## config.mk

```make
export PLATFORM = sky130hd
export DESIGN_NAME = cla_nibble_sequencer
export DESIGN_NICKNAME = d
export VERILOG_FILES = /design/src/rtl/cla_nibble_sequencer.sv
export SDC_FILE = /design/constraint.sdc
export NUM_CORES = 1
export LEC_CHECK = 0
export BUFFER_PORTS_ARGS = -buffer_cell sky130_fd_sc_hd__buf_4
export CORE_ASPECT_RATIO = 1.5
export CORE_UTILIZATION = 35
export CTS_CLUSTER_DIAMETER = 40
export DETAILED_ROUTE_END_ITERATION = 7
export RECOVER_POWER = 50
export SYNTH_ARGS = -nofsm -noshare
export SYNTH_HDL_FRONTEND = slang
export SYNTH_SLANG_ARGS = --single-unit
```

## constraint.sdc

```tcl
create_clock -name clk -period 5.07 [get_ports clk]
set_clock_uncertainty 0.05 [all_clocks]
set_input_delay 1.2675 -clock clk [delete_from_list [all_inputs] [get_ports clk]]
set_output_delay 1.2675 -clock clk [all_outputs]
set_load 0.02 [all_outputs]
```

## src/rtl/cla_nibble_sequencer.sv

```systemverilog
// cla_nibble_sequencer
// Feeds a wide operand pair one nibble per cycle into an external 4-bit CLA
// whose A/B inputs are registered and whose Cin is combinational. It collects
// S/Cout per nibble and returns the assembled sum and carry-out over a
// valid/ready handshake.
// Optional build macro: CLA_SEQ_OVF_EN adds out_ovf (two's-complement overflow).
module cla_nibble_sequencer #(
    parameter int NIBBLES = 4
) (
    input  logic                 clk,
    input  logic                 rst,
    input  logic                 in_valid,
    output logic                 in_ready,
    input  logic [4*NIBBLES-1:0] in_a,
    input  logic [4*NIBBLES-1:0] in_b,
    input  logic                 in_cin,
    output logic [3:0]           cla_a,
    output logic [3:0]           cla_b,
    output logic                 cla_cin,
    input  logic [3:0]           cla_s,
    input  logic                 cla_cout,
    output logic                 out_valid,
    input  logic                 out_ready,
    output logic [4*NIBBLES-1:0] out_sum,
    output logic                 out_cout
`ifdef CLA_SEQ_OVF_EN
    ,
    output logic                 out_ovf
`endif
);

    localparam int IW = $clog2(NIBBLES);
    localparam int CW = $clog2(NIBBLES + 1);
    localparam logic [CW-1:0] LAST_FEED = CW'(NIBBLES);

    typedef enum logic [1:0] {
        S_IDLE,
        S_RUN,
        S_DONE
    } state_t;

    state_t r_state;
    state_t w_state_next;

    logic [NIBBLES-1:0][3:0] r_op_a;
    logic [NIBBLES-1:0][3:0] r_op_b;
    logic [NIBBLES-1:0][3:0] r_sum;
    logic                    r_carry;
    logic                    r_cout;
    logic [CW-1:0]           r_feed_idx;
    logic [IW-1:0]           r_cap_idx;
`ifdef CLA_SEQ_OVF_EN
    logic                    r_ovf;
`endif

    logic                    w_accept;
    logic                    w_feeding;
    logic                    w_capturing;
    logic                    w_last_capture;
    logic [IW-1:0]           w_feed_nib;

    // The CLA registers A/B, so a nibble fed while feed_idx=k is evaluated
    // (and its result captured) one edge later, when feed_idx=k+1.
    assign w_accept       = (r_state == S_IDLE) && in_valid;
    assign w_feeding      = (r_state == S_RUN) && (r_feed_idx < LAST_FEED);
    assign w_capturing    = (r_state == S_RUN) && (r_feed_idx != '0);
    assign w_last_capture = (r_state == S_RUN) && (r_feed_idx == LAST_FEED);
    assign w_feed_nib     = r_feed_idx[IW-1:0];

    // Carry register drives CLA Cin directly: in_cin for nibble 0, then the
    // captured Cout of nibble k-1 while nibble k is being evaluated.
    assign cla_cin  = r_carry;
    assign out_sum  = r_sum;
    assign out_cout = r_cout;
`ifdef CLA_SEQ_OVF_EN
    assign out_ovf  = r_ovf;
`endif

    // State register
    always_ff @(posedge clk) begin
        if (rst) begin
            r_state <= S_IDLE;
        end else begin
            r_state <= w_state_next;
        end
    end

    // Next-state logic
    always_comb begin
        w_state_next = r_state;
        case (r_state)
            S_IDLE: begin
                if (in_valid) begin
                    w_state_next = S_RUN;
                end
            end
            S_RUN: begin
                if (r_feed_idx == LAST_FEED) begin
                    w_state_next = S_DONE;
                end
            end
            S_DONE: begin
                if (out_ready) begin
                    w_state_next = S_IDLE;
                end
            end
            default: w_state_next = S_IDLE;
        endcase
    end

    // Handshake and CLA operand outputs
    always_comb begin
        in_ready  = 1'b0;
        out_valid = 1'b0;
        cla_a     = '0;
        cla_b     = '0;
        case (r_state)
            S_IDLE: in_ready = 1'b1;
            S_RUN: begin
                if (w_feeding) begin
                    cla_a = r_op_a[w_feed_nib];
                    cla_b = r_op_b[w_feed_nib];
                end
            end
            S_DONE: out_valid = 1'b1;
            default: ;
        endcase
    end

    // Operand latch, nibble indices, per-nibble capture and final result
    always_ff @(posedge clk) begin
        if (rst) begin
            r_op_a     <= '0;
            r_op_b     <= '0;
            r_sum      <= '0;
            r_carry    <= 1'b0;
            r_cout     <= 1'b0;
            r_feed_idx <= '0;
            r_cap_idx  <= '0;
`ifdef CLA_SEQ_OVF_EN
            r_ovf      <= 1'b0;
`endif
        end else begin
            if (w_accept) begin
                r_op_a     <= in_a;
                r_op_b     <= in_b;
                r_carry    <= in_cin;
                r_feed_idx <= '0;
                r_cap_idx  <= '0;
            end
            if (r_state == S_RUN) begin
                r_feed_idx <= r_feed_idx + CW'(1);
            end
            // No capture on the first RUN edge: the CLA holds no valid result yet.
            if (w_capturing) begin
                r_sum[r_cap_idx] <= cla_s;
                r_carry          <= cla_cout;
                r_cap_idx        <= r_cap_idx + IW'(1);
            end
            if (w_last_capture) begin
                r_cout <= cla_cout;
`ifdef CLA_SEQ_OVF_EN
                r_ovf  <= (r_op_a[NIBBLES-1][3] == r_op_b[NIBBLES-1][3]) &&
                          (cla_s[3] != r_op_a[NIBBLES-1][3]);
`endif
            end
        end
    end

endmodule
```

==> summary.txt, run 1 <==
Global route
  – GR Util met3: 3.60%
  – GRT met1 Usage: 17.7%
  – Vias in the first global route: 2,070
  – Initial antenna violation count: 0
  – Largest net degree at the start of global routing: 62
  – Met2 GRT Util: 27.8%
  – First-pass GRT wire length: 9340 µm
  – GRT Resource Usage Total: 16.0%
  – GRT Residual Overflow: 0
  – GR peak layer: met2

Clock network
  – Worst-Skew Late Latency: 0.33 ns
  – Hold Buf Count CTS: 0
  – CTS Buf Count: 9
  – CTS tree: done
  – CTS H-tree depth: 3
  – Post-CTS Setup Bufs: 0
  – Clk root buf: clkbuf_8
  – Sink Count: 57
  – Clk buf depth: 2
  – Post-CTS sizing: 0
  – Worst-path clk slew: 0.07 ns

Placed design
  – Sum of net half-perimeters after detailed placement: 3850 µm
  – RePlAce Congestion: 0.678
  – IO Port Bufs: 69

Detailed routing
  – Drt first pass iters: 4
  – ANT nets after route: 0
  – DRC errors left: 0
  – Wire per inst: 13.6 µm
  – 1st-iter DRT viols: 87
  – Detailed-route via count: 2,090
  – Via/cell ratio: 5.01
  – Detailed Route WL: 5680 µm

Floorplan
  – Die W: 71.6 µm
  – FP Rows: 37
  – Starting Density: 36.6%
  – Die ar.: 7620 µm²
  – DIE HEIGHT: 106 µm
  – Core region area: 6940 µm²
  – Top-level I/O count: 70

STA
  – Setup TNS: 0 ns
  – Min cycle time layout: 3.32 ns
  – RSZ-0062 raised after global routing: no
  – Fmax: 301 MHz
  – Final count of negative-setup-slack endpoints: 0
  – Hold Vio Cnt, Final: 0
  – Slew HR: -63.2%
  – Slew @ Worst Pin: 2.45 ns
  – Max-slew violation count: 62
  – Crit share post-route: 65.5%

Setup path
  – WP data required: 3.75 ns
  – Max stage delay on crit path: 0.76 ns
  – CP max FO: 11
  – Startpoint types: flop
  – Crit-path slowest cell: dfxtp_1
  – Reg2Reg Depth: 3
  – Reg2reg end: cla_cin
  – Worst reg2reg startpoint: r_state[1]
  – Crit Path Category: flop to output port
  – Worst path top cell family by delay: flip-flops
  – Worst EP arrival: 2.00 ns
  – Reg2reg setup slack: 3.01 ns
  – Crit-path cells: mux4_2, nor2b_1, buf_4
  – CP endpoint kind: output port
  – Critical path buffer and inverter count: 1

Finish
  – Layout Nets: 382
  – Fill count: 756
  – Share of cells above drive strength 1: 22.1%
  – Final core utilization: 45.0%
  – Most common cell after layout, fill and taps aside: nand2_1
  – Most frequent cells in the layout: 65 x nand2_1, 57 x dfxtp_1, 50 x buf_4
  – Syn-to-layout area delta: 22.9%
  – Diodes inserted: 0

Worst hold path
  – Min-delay src: r_op_b[10]
  – Hold endpoint: r_op_b[10]
  – Hold WC Path Type: flop to flop
  – WHS Path Cells: 2

Logic synthesis
  – Syn. warnings: 0
  – Post-Syn Nets: 320
  – Mapped Cells: 272
  – Unique masters post-synth: 30
  – Mapped Area: 2540 µm²
  – Sequential area share after synthesis: 44.8%
  – Yosys reg bits: 57
  – Avg Cell Area, Syn: 9.36 µm²

Outcome
  – Run status: finished, violations left
  – Failing checks: max-capacitance violations, max-slew violations

Pwr
  – NetSw: 251 µW
  – Clk pwr share: 38.8%
  – Sequential Power Share: 50.0%
  – Sw Share: 26.1%
  – Int Pwr: 709 µW
  – P_leak: 0.00130 µW
  – Combinational power share: 11.2%
  – Pwr dens: 307 nW/µm²
  – Maximum vdd ir drop: 0.000191 V

Run
  – Max cap viols: 1
synth_stat cells:
cell / instances / area (µm²)
nand4b_1: 1 / 8.76
nand2b_1: 23 / 144
a311oi_1: 1 / 8.76
nor2_1: 4 / 15.0
nor3b_1: 1 / 7.51
inv_1: 4 / 15.0
ha_1: 6 / 75.1
a32oi_1: 1 / 8.76
clkbuf_1: 6 / 22.5
mux4_2: 8 / 180
a21oi_1: 37 / 185
nor2b_1: 10 / 62.6
nor3b_4: 1 / 18.8
or3b_1: 1 / 8.76
nand2_1: 65 / 244
mux2i_1: 18 / 180
buf_8: 3 / 45.0
o211ai_1: 3 / 22.5
buf_6: 3 / 33.8
buf_2: 6 / 30.0
a22oi_1: 1 / 7.51
o21bai_1: 1 / 7.51
nand3_1: 5 / 25.0
and2b_1: 1 / 7.51
buf_4: 1 / 7.51
o21ai_0: 1 / 5.00
dfxtp_1: 57 / 1140
and3_1: 1 / 6.26
nor2b_4: 1 / 13.8
or2b_1: 1 / 7.51
worst reg2reg max path, stage by stage, from the launching register on:
cell	delay, ns
dfxtp_1	0.54
or3b_1	0.98
o211ai_1	0.20
a21oi_1	0.20
registers in the layout, indices dropped and copies added (netlist names):
signal,count
out_sum,16
out_cout,1
r_cap_idx,2
r_state,2
cla_cin,1
r_feed_idx,3
r_op_b,16
r_op_a,16
per-stage QoR:
stage | hold slack (ns) | instances | power [µW] | cell area [µm²] | setup slack (ns)
6_report | 0.403 | 417 | 960 | 3130 | 1.75
5_1_grt | 0.425 | 417 | 1000 | 3130 | 1.41
4_1_cts | 0.403 | 417 | 971 | 3200 | 1.71
3_5_place_dp | 0.394 | 401 | 601 | 3030 | 2.07
3_3_place_gp | 0.390 | 401 | 599 | 3030 | 2.10
2_1_floorplan | 0.383 | 272 | 561 | 2540 | 2.49
power groups by stage:
| stage | Combinational [µW] | Clock, µW | Sequential [µW] |
|---|---|---|---|
| after floorplan | 76.8 | 0 | 484 |
| after global placement | 109 | 0 | 490 |
| after detailed placement | 110 | 0 | 491 |
| after CTS | 110 | 380 | 481 |
| after global routing | 120 | 402 | 483 |
| final | 107 | 372 | 480 |
layout make-up:
cell class / count / area (µm²) / share of cell area, %
Clock inverter: 5 / 31.3 / 1.00
Tap cell: 78 / 97.6 / 3.12
Multi-Input combinational cell: 192 / 1250 / 40.0
Timing Repair Buffer: 70 / 450 / 14.4
Sequential cell: 57 / 1140 / 36.5
Inverter: 4 / 15.0 / 0.480
Clock buffer: 11 / 141 / 4.52
worst max path at each step:
stage,start,endpoint,slack [ns],cells past startpoint
after detailed placement,r_feed_idx[0],cla_a[2],2.07,3
after global routing,rst,out_sum[11],1.41,3
after CTS,r_feed_idx[0],cla_a[2],1.71,3
final,r_feed_idx[0],cla_b[2],1.75,3
after global placement,r_feed_idx[0],cla_a[1],2.10,3
after floorplan,r_feed_idx[0],cla_a[0],2.49,3
kinds of logic after synthesis:
logic type / count (synthesis) / share of synthesized area (%)
fa+ha+maj: 6 / 2.95
mux: 26 / 14.2
buf+inv: 23 / 6.05
compound gates: 45 / 9.64
flops: 57 / 44.8
simple gates: 115 / 22.4
routing by layer:
metal | vias up | part of all wire (%)
met5 | - | 0
met1 | 981 | 41
met4 | 0 | 2.1
met2 | 66 | 51
li1 | 1034 | -
met3 | 9 | 5.5
(Power assumes the default switching activity.)
==> inputs of run 2 (changes only) <==
==> constraint.sdc (replaced) <==
create_clock -name clk -period 3.5 [get_ports clk]
set_clock_uncertainty 0.05 [all_clocks]
set_input_delay 0.875 -clock clk [delete_from_list [all_inputs] [get_ports clk]]
set_output_delay 0.875 -clock clk [all_outputs]
set_load 0.02 [all_outputs]
==> summary.txt, run 2 (synthesis results as in run 1) <==
Clock network
  – CTS Buf Count: 9
  – Clk root buf: clkbuf_8
  – Post-CTS sizing: 0
  – CTS tree: done
  – Worst-Skew Late Latency: 0.33 ns
  – Sink Count: 57
  – CTS H-tree depth: 3
  – Post-CTS Setup Bufs: 0
  – Worst-path clk slew: 0.06 ns
  – Hold Buf Count CTS: 0
  – Clk buf depth: 2

Finish
  – Diodes inserted: 0
  – Most frequent cells in the layout: 65 x nand2_1, 57 x dfxtp_1, 51 x buf_4
  – Share of cells above drive strength 1: 21.3%
  – Final core utilization: 45.0%
  – Layout Nets: 383
  – Syn-to-layout area delta: 22.8%
  – Most common cell after layout, fill and taps aside: nand2_1

Pwr
  – Sequential Power Share: 50.6%
  – Combinational power share: 11.5%
  – Maximum vdd ir drop: 0.000283 V
  – Clk pwr share: 37.9%
  – Int Pwr: 1040 µW
  – Sw Share: 24.0%
  – Pwr dens: 439 nW/µm²
  – Tot Pwr: 1370 µW
  – NetSw: 329 µW
  – P_leak: 0.00130 µW

Setup path
  – CP max FO: 61
  – Critical path buffer and inverter count: 1
  – Worst EP arrival: 3.09 ns
  – Startpoint types: input pin
  – CP endpoint kind: flop
  – Crit-path cells: clkbuf_1, nand2b_1, mux2i_1
  – WP data required: 3.66 ns
  – Crit-path slowest cell: clkbuf_1
  – Worst path top cell family by delay: buffers and inverters
  – Crit Path Category: input pin to flop
  – Max stage delay on crit path: 1.71 ns

STA
  – Min cycle time layout: 2.93 ns
  – Max-slew violation count: 62
  – Final count of negative-setup-slack endpoints: 0
  – Slew @ Worst Pin: 2.46 ns
  – Hold_ws: 0.401 ns
  – Fmax: 341 MHz
  – Slew HR: -64.0%
  – Setup TNS: 0 ns
  – Crit share post-route: 83.7%
  – Hold Vio Cnt, Final: 0
  – RSZ-0062 raised after global routing: no

Outcome
  – Failing checks: max-capacitance violations, max-slew violations
  – Run status: finished, violations left

Global route
  – GRT Residual Overflow: 0
  – Largest net degree at the start of global routing: 62
  – First-pass GRT wire length: 9130 µm
  – Vias in the first global route: 1,943
  – GRT Resource Usage Total: 15.8%
  – Initial antenna violation count: 0

Detailed routing
  – Drt first pass iters: 4
  – Detailed-route via count: 2,032
  – Wire per inst: 13.4 µm
  – 1st-iter DRT viols: 35
  – Detailed Route WL: 5580 µm
  – ANT nets after route: 0
  – DRC errors left: 0
  – Via/cell ratio: 4.88

Floorplan
  – Core region area: 6940 µm²
  – Top-level I/O count: 70
  – Die W: 71.6 µm
  – Die ar.: 7620 µm²
  – FP Rows: 37
  – DIE HEIGHT: 106 µm
  – Starting Density: 36.6%

Placed design
  – Sum of net half-perimeters after detailed placement: 3880 µm
  – IO Port Bufs: 69
  – RePlAce Congestion: 0.680

Run
  – Max cap viols: 1

Worst hold path
  – Hold WC Path Type: flop to flop
run 2: cell types whose count changed in the layout (fill, tap and decap cells not counted), sizes merged:
cell and delta:
clkinv -4, clkbuf +3, clkinvlp -1, buf +1
run 2: power by group through the flow:
stage	registers [µW]	clock network (µW)	logic (µW)
2_1_floorplan	702	0	111
3_3_place_gp	708	0	160
3_5_place_dp	709	0	162
4_1_cts	695	543	162
5_1_grt	698	574	175
6_report	695	521	157
run 2: tightest hold or removal path, stage by stage (launching register included):
cell,delay (ns)
dfxtp_1,0.30
nand2_1,0.05
a21oi_1,0.05
run 2: metal layers:
layer  vias to the layer above  global-route usage, %  wire (µm)
li1                       1038                      -          -
met1                       923                   18.2       2400
met2                        63                   25.7       2730
met3                         8                   5.69        351
met4                         0                   7.14         99
met5                         -                      0          0
run 2: path summary, 6_finish.rpt:
check | cells past startpoint | to | startpoint | slack, ns
setup / recovery | 3 | out_sum[3] | rst | 0.57
hold / removal | 2 | r_op_b[10] | r_op_b[10] | 0.40
setup reg to reg | 3 | cla_cin | r_state[1] | 1.47
hold reg to reg | 2 | r_op_b[10] | r_op_b[10] | 0.40
run 2: layout make-up:
class / count / area [µm²]
tap: 78 / 97.6
fill: 727 / 3820
multi-input combinational: 192 / 1250
clock buffer: 14 / 163
timing repair buffer: 71 / 458
sequential: 57 / 1140
inverter: 4 / 15.0
run 2: stage by stage:
step	setup WS [ns]	cells	instance area, µm²
final	0.570	416	3120
after global routing	0.352	416	3120
after CTS	0.615	416	3200
after detailed placement	0.990	402	3040
after global placement	0.997	402	3040
after floorplan	1.31	272	2540
==> inputs of run 3 (changes only) <==
==> constraint.sdc (replaced) <==
create_clock -name clk -period 2.95 [get_ports clk]
set_clock_uncertainty 0.05 [all_clocks]
set_input_delay 0.7375 -clock clk [delete_from_list [all_inputs] [get_ports clk]]
set_output_delay 0.7375 -clock clk [all_outputs]
set_load 0.02 [all_outputs]
==> summary.txt, run 3 (synthesis results as in run 1) <==
STA
  – Fmax: 373 MHz
  – RSZ-0062 raised after global routing: no
  – Min cycle time layout: 2.68 ns
  – Slew HR: 23.3%
  – Max-slew violation count: 0
  – Hold Vio Cnt, Final: 0
  – Crit share post-route: 90.9%
  – Setup TNS: 0 ns
  – Slew @ Worst Pin: 1.15 ns
  – Final count of negative-setup-slack endpoints: 0

Detailed routing
  – ANT nets after route: 0
  – Via/cell ratio: 4.85
  – Detailed-route via count: 2,023
  – Wire per inst: 13.2 µm
  – Drt first pass iters: 4
  – DRC errors left: 0
  – 1st-iter DRT viols: 51
  – Detailed Route WL: 5520 µm

Floorplan
  – DIE HEIGHT: 106 µm
  – Die W: 71.6 µm
  – Top-level I/O count: 70
  – Die ar.: 7620 µm²
  – Starting Density: 36.6%
  – Core region area: 6940 µm²
  – FP Rows: 37

Clock network
  – Clk buf depth: 2
  – Sink Count: 57
  – CTS Buf Count: 9
  – Post-CTS sizing: 0
  – Post-CTS Setup Bufs: 0
  – Worst-path clk slew: 0.07 ns
  – Hold Buf Count CTS: 0
  – Worst-Skew Late Latency: 0.33 ns
  – CTS tree: done
  – Clk root buf: clkbuf_8
  – CTS H-tree depth: 3

Worst hold path
  – Hold WC Path Type: flop to flop
  – Hold endpoint: r_op_b[1]
  – Min-delay src: r_op_b[1]
  – WHS Path Cells: 2

Setup path
  – Crit Path Category: flop to output port
  – CP endpoint kind: output port
  – Reg2reg setup slack: 0.84 ns
  – Worst EP arrival: 1.89 ns
  – Startpoint types: flop
  – Worst reg2reg startpoint: r_feed_idx[0]
  – CP max FO: 9
  – WP data required: 2.16 ns
  – Reg2Reg Depth: 6
  – Reg2reg end: out_sum[3]

Global route
  – Vias in the first global route: 2,022
  – First-pass GRT wire length: 9290 µm
  – GRT Residual Overflow: 0
  – GRT Resource Usage Total: 15.7%
  – Largest net degree at the start of global routing: 62
  – Initial antenna violation count: 0

Finish
  – Most common cell after layout, fill and taps aside: nand2_1
  – Register area: 1140 µm²
  – Diodes inserted: 0
  – Layout Nets: 383
  – Multi-input logic area: 1250 µm²
  – Share of cells above drive strength 1: 22.1%
  – Fill count: 723
  – Most frequent cells in the layout: 65 x nand2_1, 57 x dfxtp_1, 50 x buf_4
  – Syn-to-layout area delta: 23.5%

Run
  – Max cap viols: 0

Pwr
  – Pwr dens: 541 nW/µm²
  – Tot Pwr: 1700 µW
  – P_leak: 0.00130 µW
  – Maximum vdd ir drop: 0.000253 V

Placed design
  – IO Port Bufs: 69
  – Sum of net half-perimeters after detailed placement: 3750 µm
  – RePlAce Congestion: 0.704

Outcome
  – Run status: finished, final reports clean
## run 3: cell types whose count changed in the layout (fill, tap and decap cells not counted)
cell | previous run | this run
bufinv_16 | 0 | 1
clkbuf_1 | 23 | 21
clkinvlp_4 | 0 | 2
buf_4 | 51 | 50
clkinv_2 | 0 | 3
clkbuf_8 | 11 | 9
## run 3: final cells by class
class	instances	area share [%]
sequential	57	36.3
clock buffer	9	3.94
clock inverter	6	1.91
tap	78	3.11
timing repair buffer	71	14.5
multi-input combinational	192	39.8
inverter	4	0.478
## run 3: worst max-delay path by stage
stage / from / endpoint / slack [ns] / cells after the start
floorplan: r_feed_idx[0] / cla_a[0] / 0.90 / 3
global placement: r_state[0] / cla_a[2] / 0.59 / 4
detailed placement: r_state[0] / cla_a[2] / 0.59 / 4
CTS: r_feed_idx[0] / cla_b[3] / 0.21 / 3
global route: r_state[0] / cla_b[1] / 0.13 / 4
finish: r_feed_idx[0] / cla_b[3] / 0.27 / 3
## run 3: metal layers
layer	up-vias	wire [µm]	track usage [%]
met1	915	2440	18.3
met4	0	99	7.14
met2	64	2650	26.5
met5	-	0	0
met3	8	327	4.36
li1	1036	-	-
## run 3: worst max-delay path, cell delays in order (launching register included)
cell and delay (ns):
dfxtp_1 0.67, mux4_2 0.57, nor2b_1 0.15, buf_4 0.17
## run 3: stage by stage
step	cell area (µm²)	util, %	setup slack (ns)	cells	hold WS, ns
2_1_floorplan	2540	-	0.896	272	0.383
3_3_place_gp	3040	43.7	0.593	402	0.391
3_5_place_dp	3040	43.7	0.591	402	0.397
4_1_cts	3220	46.4	0.209	417	0.406
5_1_grt	3140	45.2	0.126	417	0.424
6_report	3140	45.2	0.268	417	0.404
## run 3: where the power goes
part / internal (µW) / switching, µW / total (µW)
clock: 380 / 311 / 690
combinational: 92.8 / 90.6 / 183
sequential: 801 / 24.1 / 825
